<file path="src/rtl/serial_add_ctrl_if.sv">
// Request/result bundle between a requesting unit and serial_add_ctrl.
// The sub line exists only when SERIAL_ADD_SUB_EN is defined.
interface serial_add_ctrl_if #(
  parameter int WIDTH = 8
);
  logic             start;
  logic [WIDTH-1:0] a;
  logic [WIDTH-1:0] b;
`ifdef SERIAL_ADD_SUB_EN
  logic             sub;
`endif
  logic             ready;
  logic             busy;
  logic             done;
  logic [WIDTH-1:0] sum;
  logic             cout;

`ifdef SERIAL_ADD_SUB_EN
  modport master (output start, a, b, sub, input ready, busy, done, sum, cout);
  modport slave  (input start, a, b, sub, output ready, busy, done, sum, cout);
`else
  modport master (output start, a, b, input ready, busy, done, sum, cout);
  modport slave  (input start, a, b, output ready, busy, done, sum, cout);
`endif
endinterface

</file>
<file path="src/rtl/serial_add_ctrl.sv">
// Bit-serial adder controller: one half-adder pair plus a carry flop, LSB first.
// Optional subtract mode (port sub) is enabled by defining SERIAL_ADD_SUB_EN.
module serial_add_ctrl #(
  parameter int WIDTH = 8
) (
  input logic              clk,
  input logic              rst_n,
  serial_add_ctrl_if.slave bus
);
  localparam int CW = (WIDTH > 1) ? $clog2(WIDTH) : 1;

  typedef enum logic [1:0] {
    S_IDLE = 2'b00,
    S_RUN  = 2'b01,
    S_DONE = 2'b10
  } state_t;

  state_t           r_state;
  state_t           w_state_nxt;
  logic [WIDTH-1:0] r_a_sh;
  logic [WIDTH-1:0] r_b_sh;
  logic [WIDTH-1:0] r_sum;
  logic [CW-1:0]    r_cnt;
  logic             r_carry;
  logic             r_cout;
  logic             r_ready;
  logic             r_busy;
  logic             r_done;

  logic [WIDTH-1:0] w_b_in;
  logic             w_cin0;
  logic [1:0]       w_ha1;
  logic [1:0]       w_ha2;
  logic             w_bit;
  logic             w_carry_nxt;
  logic             w_last;

  // Returns {carry, sum} of a single half adder.
  function automatic logic [1:0] half_add(input logic x, input logic y);
    half_add = {x & y, x ^ y};
  endfunction

`ifdef SERIAL_ADD_SUB_EN
  // Subtraction is a + ~b + 1, so invert B and seed the carry.
  assign w_b_in = bus.sub ? ~bus.b : bus.b;
  assign w_cin0 = bus.sub;
`else
  assign w_b_in = bus.b;
  assign w_cin0 = 1'b0;
`endif

  assign w_ha1       = half_add(r_a_sh[0], r_b_sh[0]);
  assign w_ha2       = half_add(w_ha1[0], r_carry);
  assign w_bit       = w_ha2[0];
  assign w_carry_nxt = w_ha1[1] | w_ha2[1];
  assign w_last      = (r_cnt == CW'(WIDTH - 1));

  assign bus.ready = r_ready;
  assign bus.busy  = r_busy;
  assign bus.done  = r_done;
  assign bus.sum   = r_sum;
  assign bus.cout  = r_cout;

  // Next-state decode.
  always_comb begin
    w_state_nxt = r_state;
    case (r_state)
      S_IDLE: begin
        if (bus.start) w_state_nxt = S_RUN;
        else           w_state_nxt = S_IDLE;
      end
      S_RUN: begin
        if (w_last) w_state_nxt = S_DONE;
        else        w_state_nxt = S_RUN;
      end
      S_DONE:  w_state_nxt = S_IDLE;
      default: w_state_nxt = S_IDLE;
    endcase
  end

  // State register with status flags registered from the next state.
  always_ff @(posedge clk or negedge rst_n) begin
    if (!rst_n) begin
      r_state <= S_IDLE;
      r_ready <= 1'b1;
      r_busy  <= 1'b0;
      r_done  <= 1'b0;
    end else begin
      r_state <= w_state_nxt;
      r_ready <= (w_state_nxt == S_IDLE);
      r_busy  <= (w_state_nxt == S_RUN);
      r_done  <= (w_state_nxt == S_DONE);
    end
  end

  // Operand capture and one result bit per RUN cycle; cnt holds at WIDTH-1.
  always_ff @(posedge clk or negedge rst_n) begin
    if (!rst_n) begin
      r_a_sh  <= '0;
      r_b_sh  <= '0;
      r_sum   <= '0;
      r_cnt   <= '0;
      r_carry <= 1'b0;
      r_cout  <= 1'b0;
    end else begin
      case (r_state)
        S_IDLE: begin
          if (bus.start) begin
            r_a_sh  <= bus.a;
            r_b_sh  <= w_b_in;
            r_carry <= w_cin0;
            r_cnt   <= '0;
          end
        end
        S_RUN: begin
          r_sum   <= {w_bit, r_sum[WIDTH-1:1]};
          r_carry <= w_carry_nxt;
          r_a_sh  <= {1'b0, r_a_sh[WIDTH-1:1]};
          r_b_sh  <= {1'b0, r_b_sh[WIDTH-1:1]};
          if (w_last) r_cout <= w_carry_nxt;
          else        r_cnt  <= r_cnt + CW'(1);
        end
        default: begin
        end
      endcase
    end
  end
endmodule

</file>
<file path="src/flat_wrapper.sv">
// flat-port wrapper written by rule: the top's interface ports become plain ports
module serial_add_ctrl_flat 
#(
  parameter int WIDTH = 8
)
  (clk, rst_n, bus_start, bus_a, bus_b, bus_ready, bus_busy, bus_done, bus_sum, bus_cout);
  serial_add_ctrl_if #(.WIDTH(WIDTH)) bus_i ();
  input logic clk;
  input logic rst_n;
  input wire logic [$bits(bus_i.start)-1:0] bus_start;
  input wire logic [$bits(bus_i.a)-1:0] bus_a;
  input wire logic [$bits(bus_i.b)-1:0] bus_b;
  output wire logic [$bits(bus_i.ready)-1:0] bus_ready;
  output wire logic [$bits(bus_i.busy)-1:0] bus_busy;
  output wire logic [$bits(bus_i.done)-1:0] bus_done;
  output wire logic [$bits(bus_i.sum)-1:0] bus_sum;
  output wire logic [$bits(bus_i.cout)-1:0] bus_cout;
  assign bus_i.start = bus_start;
  assign bus_i.a = bus_a;
  assign bus_i.b = bus_b;
  assign bus_ready = bus_i.ready;
  assign bus_busy = bus_i.busy;
  assign bus_done = bus_i.done;
  assign bus_sum = bus_i.sum;
  assign bus_cout = bus_i.cout;
  serial_add_ctrl #(.WIDTH(WIDTH)) u_core (.clk(clk), .rst_n(rst_n), .bus(bus_i));
endmodule
</file>
<file path="config.mk">
export PLATFORM = sky130hd
export DESIGN_NAME = serial_add_ctrl_flat
export DESIGN_NICKNAME = d
export VERILOG_FILES = /design/src/rtl/serial_add_ctrl_if.sv /design/src/rtl/serial_add_ctrl.sv /design/src/flat_wrapper.sv
export SDC_FILE = /design/constraint.sdc
export NUM_CORES = 1
export LEC_CHECK = 0
export BUFFER_PORTS_ARGS = -buffer_cell sky130_fd_sc_hd__buf_2
export CAP_MARGIN = 0
export CELL_PAD_IN_SITES_DETAIL_PLACEMENT = 1
export CELL_PAD_IN_SITES_GLOBAL_PLACEMENT = 1
export CORE_MARGIN = 5
export CORE_UTILIZATION = 42
export CTS_CLUSTER_SIZE = 28
export DETAILED_ROUTE_END_ITERATION = 8
export PLACE_DENSITY = 0.9
export SYNTH_ARGS = -nofsm -noshare
export SYNTH_HDL_FRONTEND = slang
export SYNTH_SLANG_ARGS = --single-unit
</file>
<file path="constraint.sdc">
create_clock -name clk -period 1.7 [get_ports clk]
set_input_delay 0.425 -clock clk [delete_from_list [all_inputs] [get_ports clk]]
set_output_delay 0.425 -clock clk [all_outputs]
set_load 0.05 [all_outputs]
</file>
# Word level (Yosys, flattened, before mapping)
# Cells that the tools add are included.
dict set report word_totals {
  regBits 34
  inputBits 19
  wordCells 40
}
dict set report classes {
  add_sub_neg 1
  n_eq_ne 6
  mux 12
  bitwise_logic 5
  n_reduce_logical 6
}
# op n
set ops {}
lappend ops {{8-bit one-hot mux with 2 select lines} 2}
lappend ops {{8-bit 2-to-1 mux} 2}
lappend ops {{3-bit 2-to-1 mux} 2}
lappend ops {{3-bit one-hot mux with 2 select lines} 1}
lappend ops {{2-bit by 1-bit == test with 1-bit output (second input constant)} 2}
lappend ops {{2-bit zero test} 2}
lappend ops {{2-bit != test (second input constant)} 2}
lappend ops {{2-bit one-hot mux with 2 select lines} 1}
lappend ops {{2-bit AND reduction} 2}
lappend ops {{3-bit by 1-bit adder with 3-bit output (second input constant)} 1}
lappend ops {{3-bit == test (second input constant)} 1}
lappend ops {{3-bit AND reduction} 1}
lappend ops {{1-bit AND} 2}
lappend ops {{2-bit == test (second input constant)} 1}
lappend ops {{1-bit 2-to-1 mux} 2}
lappend ops {{2-bit 2-to-1 mux} 1}
lappend ops {{1-bit one-hot mux with 2 select lines} 1}
lappend ops {{2-bit nonzero test} 1}
lappend ops {{1-bit XOR} 2}
lappend ops {{1-bit OR} 1}

# Longest topological paths before layout
# Gate-level depths: netlist (run 1).
dict set report logic_depth {
  ltp_word 4
  ltp_mapped 6
  ltp_nobuf 5
}

# Worst setup path after synthesis (run 1)
# No wires, ideal clock.
dict set report synth_timing {
  path_kind {register to register}
  startpoint {reg u_core.r_cnt[0]}
  endpoint {reg u_core.r_cout (netlist: u_core.bus.cout)}
  setup_time_ns 0.125
  arrival_ns 1.345
  slack_ns 0.230
  stages_incl_launch_ff 6
  path_buffers 1
  period_less_slack_ns 1.470
  path_cell_list {dfrtp_1 -> ha_1 -> ha_1 -> clkbuf_1 -> and2_4 -> mux2_4}
}
dict set report synth_between {
  elab_chain_cells 2
}
# item line_no
set synth_rtl {}
lappend synth_rtl {{start: declaration} serial_add_ctrl.sv:23} ;# logic [CW-1:0] r_cnt;
lappend synth_rtl {{start signal: assignment} serial_add_ctrl.sv:121} ;# else r_cnt <= r_cnt + CW'(1);
lappend synth_rtl {{3-bit == test} serial_add_ctrl.sv:56} ;# assign w_last = (r_cnt == CW'(WIDTH - 1));
lappend synth_rtl {{2-bit AND reduction (no line)} n/a}
lappend synth_rtl {{end signal: assignment} serial_add_ctrl.sv:120} ;# if (w_last) r_cout <= w_carry_nxt;
lappend synth_rtl {{end: declaration} serial_add_ctrl.sv:25} ;# logic r_cout;
# Every way passes these cells.
# A chain may end at the register's enable or synchronous reset.

# Worst setup path after layout (run 1)
dict set report layout_timing {
  startpoint {reg u_core.r_cnt[0]}
  endpoint {reg u_core.r_cnt[0]}
}
dict set report layout_between {
  elab_chain_cells 3
  elab_cells_between_ends 6
  classes_between {1 x add/sub; 2 x eq/ne; 2 x mux; 1 x reduce/logical}
}
# item line_no
set layout_rtl {}
lappend layout_rtl {{3-bit by 1-bit adder with 3-bit output / 3-bit == test (equally long branches)} {serial_add_ctrl.sv:121, serial_add_ctrl.sv:56}}
lappend layout_rtl {{3-bit 2-to-1 mux / 2-bit != test (equally long branches)} n/a}
lappend layout_rtl {{3-bit one-hot mux with 2 select lines / 3-bit AND reduction (equally long branches)} n/a}
# Several ways; a longest one is shown, not always the timed one. The select of a mux whose other input is x is not followed.

==> results of run 1 <==
==> how the worst max path moves through the flow <==
stage,from,endpoint,slack (ns),cells past startpoint
floorplan,u_core.r_cnt[0]$_DFFE_PN0P_,u_core.bus.cout$_DFFE_PN0P_,0.23,5
global placement,u_core.r_cnt[0]$_DFFE_PN0P_,u_core.bus.cout$_DFFE_PN0P_,0.27,4
detailed placement,u_core.r_cnt[0]$_DFFE_PN0P_,u_core.r_cnt[0]$_DFFE_PN0P_,0.13,5
CTS,u_core.r_cnt[0]$_DFFE_PN0P_,u_core.r_cnt[0]$_DFFE_PN0P_,0.11,5
global route,u_core.r_cnt[0]$_DFFE_PN0P_,u_core.r_cnt[0]$_DFFE_PN0P_,0.008,5
finish,u_core.r_cnt[0]$_DFFE_PN0P_,u_core.r_cnt[0]$_DFFE_PN0P_,0.10,5
==> final cells by class <==
cell class	count	area, um^2
well taps	46	57.6
repair buffers	35	203
fillers	385	1640
clock buffers	8	48.8
flip-flops and latches	34	852
multi-input cells	84	582
inverters	3	11.3
==> power by group <==
group | switching (mW) | internal (mW) | total [mW]
Clock | 0.255 | 0.165 | 0.419
Combinational | 1.05 | 0.669 | 1.72
Sequential | 0.260 | 1.19 | 1.45
==> Yosys cell counts, types with 2 or more instances <==
cell type	n	area [um^2]
dfrtp_1	33	826
nand2_1	27	101
o22a_1	21	184
a21oi_1	4	20.0
buf_2	3	15.0
clkbuf_1	3	11.3
nand2b_1	3	18.8
o2bb2ai_1	3	26.3
a221o_1	2	20.0
a22oi_1	2	15.0
buf_6	2	22.5
ha_1	2	25.0
inv_1	2	7.51
nor2_2	2	12.5
o21ai_0	2	10.0
o21ai_1	2	10.0
==> layer usage <==
metal | GRT usage, % | part of all wire [%]
met1 | 19.0 | 41
met2 | 26.3 | 50
met3 | 5.80 | 6.6
met4 | 6.38 | 1.8
met5 | 0 | 0
==> through the flow <==
stage	setup slack [ns]	hold WS, ns	area, um^2	utilization [%]	std cells
after global routing	0.00830	0.322	1750	51.8	210
after CTS	0.105	0.319	1750	51.8	210
final	0.103	0.337	1750	51.8	210
after detailed placement	0.130	0.378	1700	50.0	201
after floorplan	0.230	0.129	1500	-	130
after global placement	0.270	0.366	1700	50.0	201
==> sequential cells by signal, summed over array words and instances, names as in the netlist <==
name / cells
u_core.bus.busy: 1
u_core.bus.cout: 1
u_core.bus.done: 1
u_core.bus.ready: 1
u_core.bus.sum: 8
u_core.r_a_sh: 8
u_core.r_b_sh: 8
u_core.r_carry: 1
u_core.r_cnt: 3
u_core.r_state: 2
==> worst register-to-register path, cell delays in order (launching register included) <==
cell       delay (ns)
dfrtp_1          0.43
ha_1             0.22
ha_1             0.29
nor3_1           0.26
a21oi_1          0.09
o2bb2ai_1        0.22
==> cell families (layout without fill, tap and decap cells) <==
group / count (synthesis) / after routing / share of synthesized area (%)
AOI/OAI and AO/OA: 40 / 40 / 21.4
and+or+nand+nor: 40 / 40 / 13.3
muxes: 1 / 1 / 1.00
buffers and inverters: 12 / 46 / 4.50
DFF: 34 / 34 / 56.8
adders and majority gates: 3 / 3 / 3.00
==> flow_summary_export.csv, run 1 <==
group,metric,value,unit
timing,fmax,0.626,GHz
global_routing,grt_max_degree,19,
setup_path,ff2ff_path_depth,5,
timing,grt_setup_unrepaired,"no",
cts,cts_root_buf,"clkbuf_4",
route,detail-route-antenna-nets,0,
setup_path,crit_path_end_kind,"flip-flop",
worst_hold_path,min_to,"u_core.r_b_sh[7]$_DFFE_PN0P_",
timing,report.final.slew_viol_count,0,
worst_hold_path,hold_class,"in -> reg",
placed_design,finalWeightedCongestion,0.772,
floorplanning,die_x,69.8,um
timing,fin_crit,1.60,ns
layout,drive_gt1_share,29.9,%
cts,cts_max_path_buffers,2,
timing,slew-limit-headroom,68.6,%
floorplanning,initial_utilization,44.3,%
layout,area_delta_synth_final,16.8,%
synth,synth_nets,152,
setup_path,cp_max_fo,9,
timing,period_share,94.0,%
floorplanning,rows,21,
power,p_leak,0.851,nW
synth,syn-mean-instance-area,11.5,um^2
power,vdd_drop_max,0.666,mV
setup_path,start_kind,"flip-flop",
cts,numCtsBuffers,5,
cts,htree_levels,2,
layout,diodes,0,
cts,hold_buffers,1,
cts,insertion_delay,0.34,ns
route,drc,0,
timing,tightest_slew,0.471,ns
floorplanning,ios,31,
status,status,"finished, final reports clean",
worst_hold_path,min_path_cells,3,
layout,layout.cells.most_common_list,"dfrtp_1 (33), buf_2 (30), nand2_1 (27), o22a_1 (21), clkbuf_4 (5)",
global_routing,grt_pass1_wl,6100,um
synth,ys_seq_area_share,56.8,%
floorplanning,coreArea,3390,um^2
setup_path,critPathTopFamily,"adder cells",
cts,cts_tree,"built",
layout,final_common_cell,"dfrtp_1",
global_routing,antenna_found_initial,0,
floorplanning,die_h,69.8,um
timing,clock-skew-final,0.00913,ns
layout,finalNetCount,185,
route,wl,3480,um
synth,synth_flop_cell,"dfrtp_1",
timing,fin_tns_setup,0,ns
setup_path,crit_required,1.95,ns
setup_path,crit_top_cell,"ha_1",
job,maxCapViolCount,0,
power,finalPower,3.58,mW
setup_path,rr_endpoint,"u_core.r_cnt[0]$_DFFE_PN0P_",
route,route.vias.total,1135,
route,post_drt_via_cell_ratio,5.40,
timing,setup_viol_count_final,0,
synth,synth-edff-count,0,
synth,async_reset_ff_share,100,%
setup_path,cp_num_buf_inv,0,
global_routing,grt_overflow_total,0,
synth,yosys_register_bits,34,
synth,synthCells,130,
cts,cts_setup_buffers,0,
power,p_per_area,2040,nW/um^2
global_routing,grt_pass1_vias,1225,
setup_path,path_cells,"ha_1 > ha_1 > nor3_1 > a21oi_1 > o2bb2ai_1",
route,firstDrtPassIters,4,
placed_design,port-buffer-count,30,
synth,synthDistinctLibCells,33,
worst_hold_path,hp-start,"bus_b[7]",
route,drtIter0Drc,32,
global_routing,grt_usage,16.0,%
setup_path,crit-reg2reg-launch,"u_core.r_cnt[0]$_DFFE_PN0P_",
cts,clock-sinks,34,
timing,hold_viol_final,0,
cts,clk_transition_reported_paths,0.09,ns
floorplanning,dieArea,4870,um^2
synth,yosysWarnings,0,
setup_path,critPathKind,"reg -> reg",
setup_path,rrSetupSlack,0.10,ns
setup_path,crit_path_top_delay_cell,"dfrtp_1",
route,route.detailed.wl_per_inst,16.6,um
setup_path,slowest_delay,0.43,ns
cts,cts_resized,0,
synth,netlist_area,1500,um^2
placed_design,dp_hpwl,2630,um
setup_path,critPathArrivalTime,1.85,ns
Note: power is estimated with default switching activity, not from simulation.
==> inputs of run 2 (changes only) <==
Settings changed: RECOVER_POWER set to 100.
==> run 2 against run 1 <==
Design area decreased by 0.64%. Non-clock buffer count unchanged. Utilization down 0.33 points. Worst setup slack improved by 0.0035 ns. Final cell count unchanged. Clock skew is 0.00050 ns lower. Sequential share of layout area up 0.31 points. Critical path depth is the same. Maximum frequency up 0.22%. First-iteration DRC count fell by 16%. Die area unchanged. Global-route usage unchanged. Critical path type unchanged.
==> flow_summary_export.csv, run 2 (synthesis results as in run 1) <==
group,metric,value,unit
status,status,"finished, final reports clean",
setup_path,crit_path_start,"u_core.r_cnt[0]$_DFFE_PN0P_",
timing,fin_crit,1.59,ns
cts,cts_tree,"built",
placed_design,finalWeightedCongestion,0.772,
placed_design,dp_hpwl,2630,um
timing,grt_setup_unrepaired,"no",
floorplanning,dieArea,4870,um^2
setup_path,rrSetupSlack,0.11,ns
timing,tightest_slew,1.03,ns
route,drtIter0Drc,27,
power,finalPower,3.57,mW
power,p_per_area,2050,nW/um^2
setup_path,crit_path_top_delay_cell,"dfrtp_1",
worst_hold_path,hold_class,"in -> reg",
cts,cts_resized,0,
route,drc,0,
cts,htree_levels,2,
placed_design,placed_area,1700,um^2
layout,final_common_cell,"dfrtp_1",
floorplanning,rows,21,
timing,fin_ws,0.106,ns
setup_path,worstSetupEndpoint,"u_core.r_cnt[0]$_DFFE_PN0P_",
route,post_drt_via_cell_ratio,5.40,
setup_path,crit_path_end_kind,"flip-flop",
setup_path,start_kind,"flip-flop",
route,detail-route-antenna-nets,0,
cts,clk_transition_reported_paths,0.09,ns
setup_path,crit_top_cell,"ha_1",
setup_path,path_depth,5,
layout,fillCellCount,386,
layout,layout.cells.most_common_list,"dfrtp_1 (33), nand2_1 (27), o22a_1 (21), buf_2 (17), clkbuf_2 (12)",
layout,instances_no_fill,210,
cts,cts_max_path_buffers,2,
layout,area_delta_synth_final,16.1,%
cts,clock-sinks,34,
setup_path,critPathTopFamily,"adder cells",
route,route.vias.total,1135,
setup_path,crit_required,1.95,ns
setup_path,cp_max_fo,9,
layout,fin_util,51.4,%
timing,fin_tns_setup,0,ns
timing,setup_viol_count_final,0,
setup_path,cp_num_buf_inv,0,
global_routing,grt_pass1_wl,6100,um
layout,final_cell_area,1740,um^2
global_routing,grt_overflow_total,0,
layout,finalNetCount,185,
layout,drive_gt1_share,28.0,%
setup_path,crit-reg2reg-launch,"u_core.r_cnt[0]$_DFFE_PN0P_",
setup_path,slowest_delay,0.43,ns
timing,holdWs,0.337,ns
floorplanning,ios,31,
job,maxCapViolCount,0,
floorplanning,coreArea,3390,um^2
setup_path,path_cells,"ha_1 > ha_1 > nor3_1 > a21oi_1 > o2bb2ai_1",
timing,period_share,93.7,%
timing,slew-limit-headroom,31.4,%
power,p_leak,0.836,nW
route,route.detailed.wl_per_inst,16.6,um
global_routing,grt_usage,16.0,%
timing,hold_viol_final,0,
setup_path,critPathKind,"reg -> reg",
global_routing,grt_pass1_vias,1225,
placed_design,port-buffer-count,30,
floorplanning,die_h,69.8,um
timing,clock-skew-final,0.00863,ns
placed_design,place_ws,0.130,ns
setup_path,critPathArrivalTime,1.84,ns
timing,report.final.slew_viol_count,0,
layout,diodes,0,
floorplanning,die_x,69.8,um
power,vdd_drop_max,0.665,mV
route,firstDrtPassIters,4,
placed_design,placed_cells,201,
setup_path,ff2ff_path_depth,5,
cts,cts_root_buf,"clkbuf_4",
cts,numCtsBuffers,5,
floorplanning,initial_utilization,44.3,%
global_routing,grt_max_degree,19,
cts,insertion_delay,0.34,ns
setup_path,rr_endpoint,"u_core.r_cnt[0]$_DFFE_PN0P_",
timing,fmax,0.627,GHz
route,wl,3480,um
global_routing,antenna_found_initial,0,
## run 2: how the worst min path moves through the flow
stage / start / endpoint / slack [ns] / cells after the start
after floorplan: rst_n / u_core.bus.busy$_DFF_PN0_ / 0.13 / 0
after global placement: rst_n / u_core.bus.sum[4]$_DFFE_PN0P_ / 0.37 / 1
after detailed placement: rst_n / u_core.bus.sum[4]$_DFFE_PN0P_ / 0.38 / 1
after CTS: bus_b[7] / u_core.r_b_sh[7]$_DFFE_PN0P_ / 0.32 / 3
after global routing: bus_b[7] / u_core.r_b_sh[7]$_DFFE_PN0P_ / 0.32 / 3
final: bus_b[7] / u_core.r_b_sh[7]$_DFFE_PN0P_ / 0.34 / 3
## run 2: repair_timing
action                                  CTS  global route
hold buffers                              1             0
hold endpoints to repair                  7             0
setup buffers                             0             0
endpoints found under the setup margin    0             0
## run 2: area by class of cell
class,count,area (um^2),area share (%)
Sequential cell,34,852,48.9
Multi-Input combinational cell,84,572,32.8
Timing Repair Buffer,35,201,11.6
Tap cell,46,57.6,3.30
Clock buffer,8,48.8,2.80
Inverter,3,11.3,0.646
## run 2: routing by layer
layer  part of all wire (%)  global-route usage, %  vias to the layer above
li1                       -                      -                      531
met2                     50                   26.3                       31
met5                      0                      0                        -
met1                     41                   19.0                      566
met3                    6.7                   5.80                        7
met4                    1.8                   6.38                        0
## run 2: report_power, final
group          total [mW]  internal [mW]  switching [mW]
registers            1.45           1.19           0.265
logic                1.70          0.654            1.05
clock network       0.419          0.165           0.255
total                3.57           2.00            1.57
## run 2: worst min-delay path: stages
cell and delay, ns:
buf_2 0.10, nand2_1 0.05, o21ai_0 0.06
==> inputs of run 3 (changes only) <==
Settings changed: CORE_UTILIZATION 42 to 45, PLACE_DENSITY 0.9 to 0.95.
Clock period 1.7 ns to 2 ns, I/O delays scaled along.
==> run 3 against run 2 <==
Clock-buffer cell count did not move. Clock skew is 0.0045 ns lower. Clock power rose by 11%. Utilization grew 0.73 points. Sequential share of layout area up 0.86 points. First-iteration DRC count rose by 100%. Sequential power fell by 14%. Die area decreased by 5.7%. Power down 14%. Non-clock buffer count fell by 4. Routed wire length shrank 1.2%. Worst setup slack better by 0.065 ns. Largest cell class unchanged.
==> flow_summary_export.csv, run 3 (synthesis results as in run 1) <==
group,metric,value,unit
layout,instances_no_fill,206,
status,status,"finished, final reports clean",
setup_path,critPathTopFamily,"flip-flops",
layout,layout.cells.most_common_list,"dfrtp_1 (33), nand2_1 (27), o22a_1 (21), buf_2 (18), clkbuf_1 (13)",
global_routing,grt_pass1_wl,5620,um
placed_design,finalWeightedCongestion,0.785,
setup_path,cp_max_fo,1,
timing,slew-limit-headroom,49.7,%
global_routing,grt_pass1_vias,1235,
layout,fin_util,52.2,%
floorplanning,die_x,67.8,um
layout,diodes,0,
layout,area_delta_synth_final,14.1,%
cts,insertion_delay,0.34,ns
floorplanning,dieArea,4590,um^2
job,maxCapViolCount,0,
layout,final_common_cell,"dfrtp_1",
setup_path,critPathKind,"reg -> out",
layout,final_cell_area,1710,um^2
setup_path,crit_path_start,"u_core.bus.ready$_DFF_PN1_",
layout,fillCellCount,385,
timing,setup_viol_count_final,0,
power,p_per_area,1800,nW/um^2
timing,fin_crit,1.83,ns
setup_path,crit_path_end_kind,"output port",
setup_path,path_cells,"clkbuf_1",
layout,drive_gt1_share,20.6,%
setup_path,crit-reg2reg-launch,"u_core.r_state[1]$_DFF_PN0_",
floorplanning,coreArea,3280,um^2
cts,cts_root_buf,"clkbuf_4",
route,drtIter0Drc,55,
timing,grt_setup_unrepaired,"no",
global_routing,grt_usage,17.0,%
timing,tightest_slew,0.755,ns
power,p_leak,0.797,nW
cts,htree_levels,2,
setup_path,cp_num_buf_inv,1,
setup_path,slowest_delay,0.53,ns
route,drc,0,
setup_path,critPathArrivalTime,1.33,ns
global_routing,antenna_found_initial,0,
timing,hold_viol_final,0,
timing,fin_tns_setup,0,ns
setup_path,path_depth,1,
timing,fmax,0.547,GHz
layout,regArea,852,um^2
route,route.detailed.wl_per_inst,16.7,um
cts,hold_buffers,0,
timing,report.final.slew_viol_count,0,
worst_hold_path,hold_class,"in -> async",
placed_design,placed_area,1660,um^2
global_routing,grt_max_degree,35,
setup_path,start_kind,"flip-flop",
setup_path,crit_path_top_delay_cell,"dfstp_2",
timing,holdWs,0.218,ns
cts,clk_transition_reported_paths,0.10,ns
cts,clock-sinks,34,
route,post_drt_via_cell_ratio,5.46,
cts,numCtsBuffers,5,
timing,clock-skew-final,0.00411,ns
route,detail-route-antenna-nets,0,
cts,cts_tree,"built",
cts,cts_resized,0,
route,wl,3440,um
layout,finalNetCount,181,
setup_path,ff2ff_path_depth,3,
power,vdd_drop_max,0.697,mV
placed_design,placed_cells,198,
setup_path,crit_required,1.50,ns
layout,multi_input_area,574,um^2
global_routing,grt_overflow_total,0,
route,firstDrtPassIters,4,
floorplanning,ios,31,
floorplanning,initial_utilization,45.7,%
cts,cts_setup_buffers,0,
route,route.vias.total,1124,
cts,cts_max_path_buffers,2,
placed_design,dp_hpwl,2490,um
placed_design,port-buffer-count,30,
floorplanning,rows,21,
floorplanning,die_h,67.8,um
timing,period_share,91.4,%
[run 3: cell count changes in the layout (fill, tap and decap cells not counted)]
cell / previous run / this run
nand2b_2: 1 / 0
clkbuf_2: 12 / 0
dlygate4sd3_1: 1 / 0
and2b_1: 0 / 1
clkbuf_8: 0 / 3
buf_2: 17 / 18
clkbuf_1: 4 / 13
buf_4: 3 / 0
nand2b_4: 0 / 1
and2b_4: 1 / 0
o21ai_0: 3 / 2
buf_12: 1 / 0
o21ai_1: 1 / 2
[run 3: final cells by class]
cell class / count / share of cell area (%)
Sequential cell: 34 / 49.7
Multi-Input combinational cell: 84 / 33.5
Timing Repair Buffer: 31 / 8.11
Clock buffer: 8 / 4.60
Tap cell: 46 / 3.36
Inverter: 3 / 0.657
[run 3: path summary, 6_finish.rpt]
| path | end | slack (ns) |
|---|---|---|
| hold reg to reg | u_core.bus.sum[2]$_DFFE_PN0P_ | 0.51 |
| setup / recovery | bus_ready | 0.17 |
| min in group clk | u_core.r_b_sh[7]$_DFFE_PN0P_ | 0.40 |
| max in group asynchronous | u_core.bus.sum[0]$_DFFE_PN0P_ | 1.30 |
| setup reg to reg | u_core.bus.cout$_DFFE_PN0P_ | 0.27 |
| hold / removal | u_core.bus.sum[4]$_DFFE_PN0P_ | 0.22 |
[run 3: layer usage]
layer	share of wire, %	up-vias	track usage (%)
met2	50	43	29.8
met4	2.4	0	9.11
met5	0	-	0
li1	-	522	-
met3	7.1	9	5.16
met1	41	550	18.3
[run 3: report_power, final]
group	switching [mW]	internal [mW]
clock network	0.226	0.240
logic	0.872	0.499
registers	0.236	1.01
[run 3: metrics by stage]
stage	power, mW	setup slack [ns]
6_report	3.08	0.172
5_1_grt	3.30	0.110
4_1_cts	3.17	0.364
3_5_place_dp	2.70	0.298
3_3_place_gp	2.59	0.384
2_1_floorplan	2.36	0.530
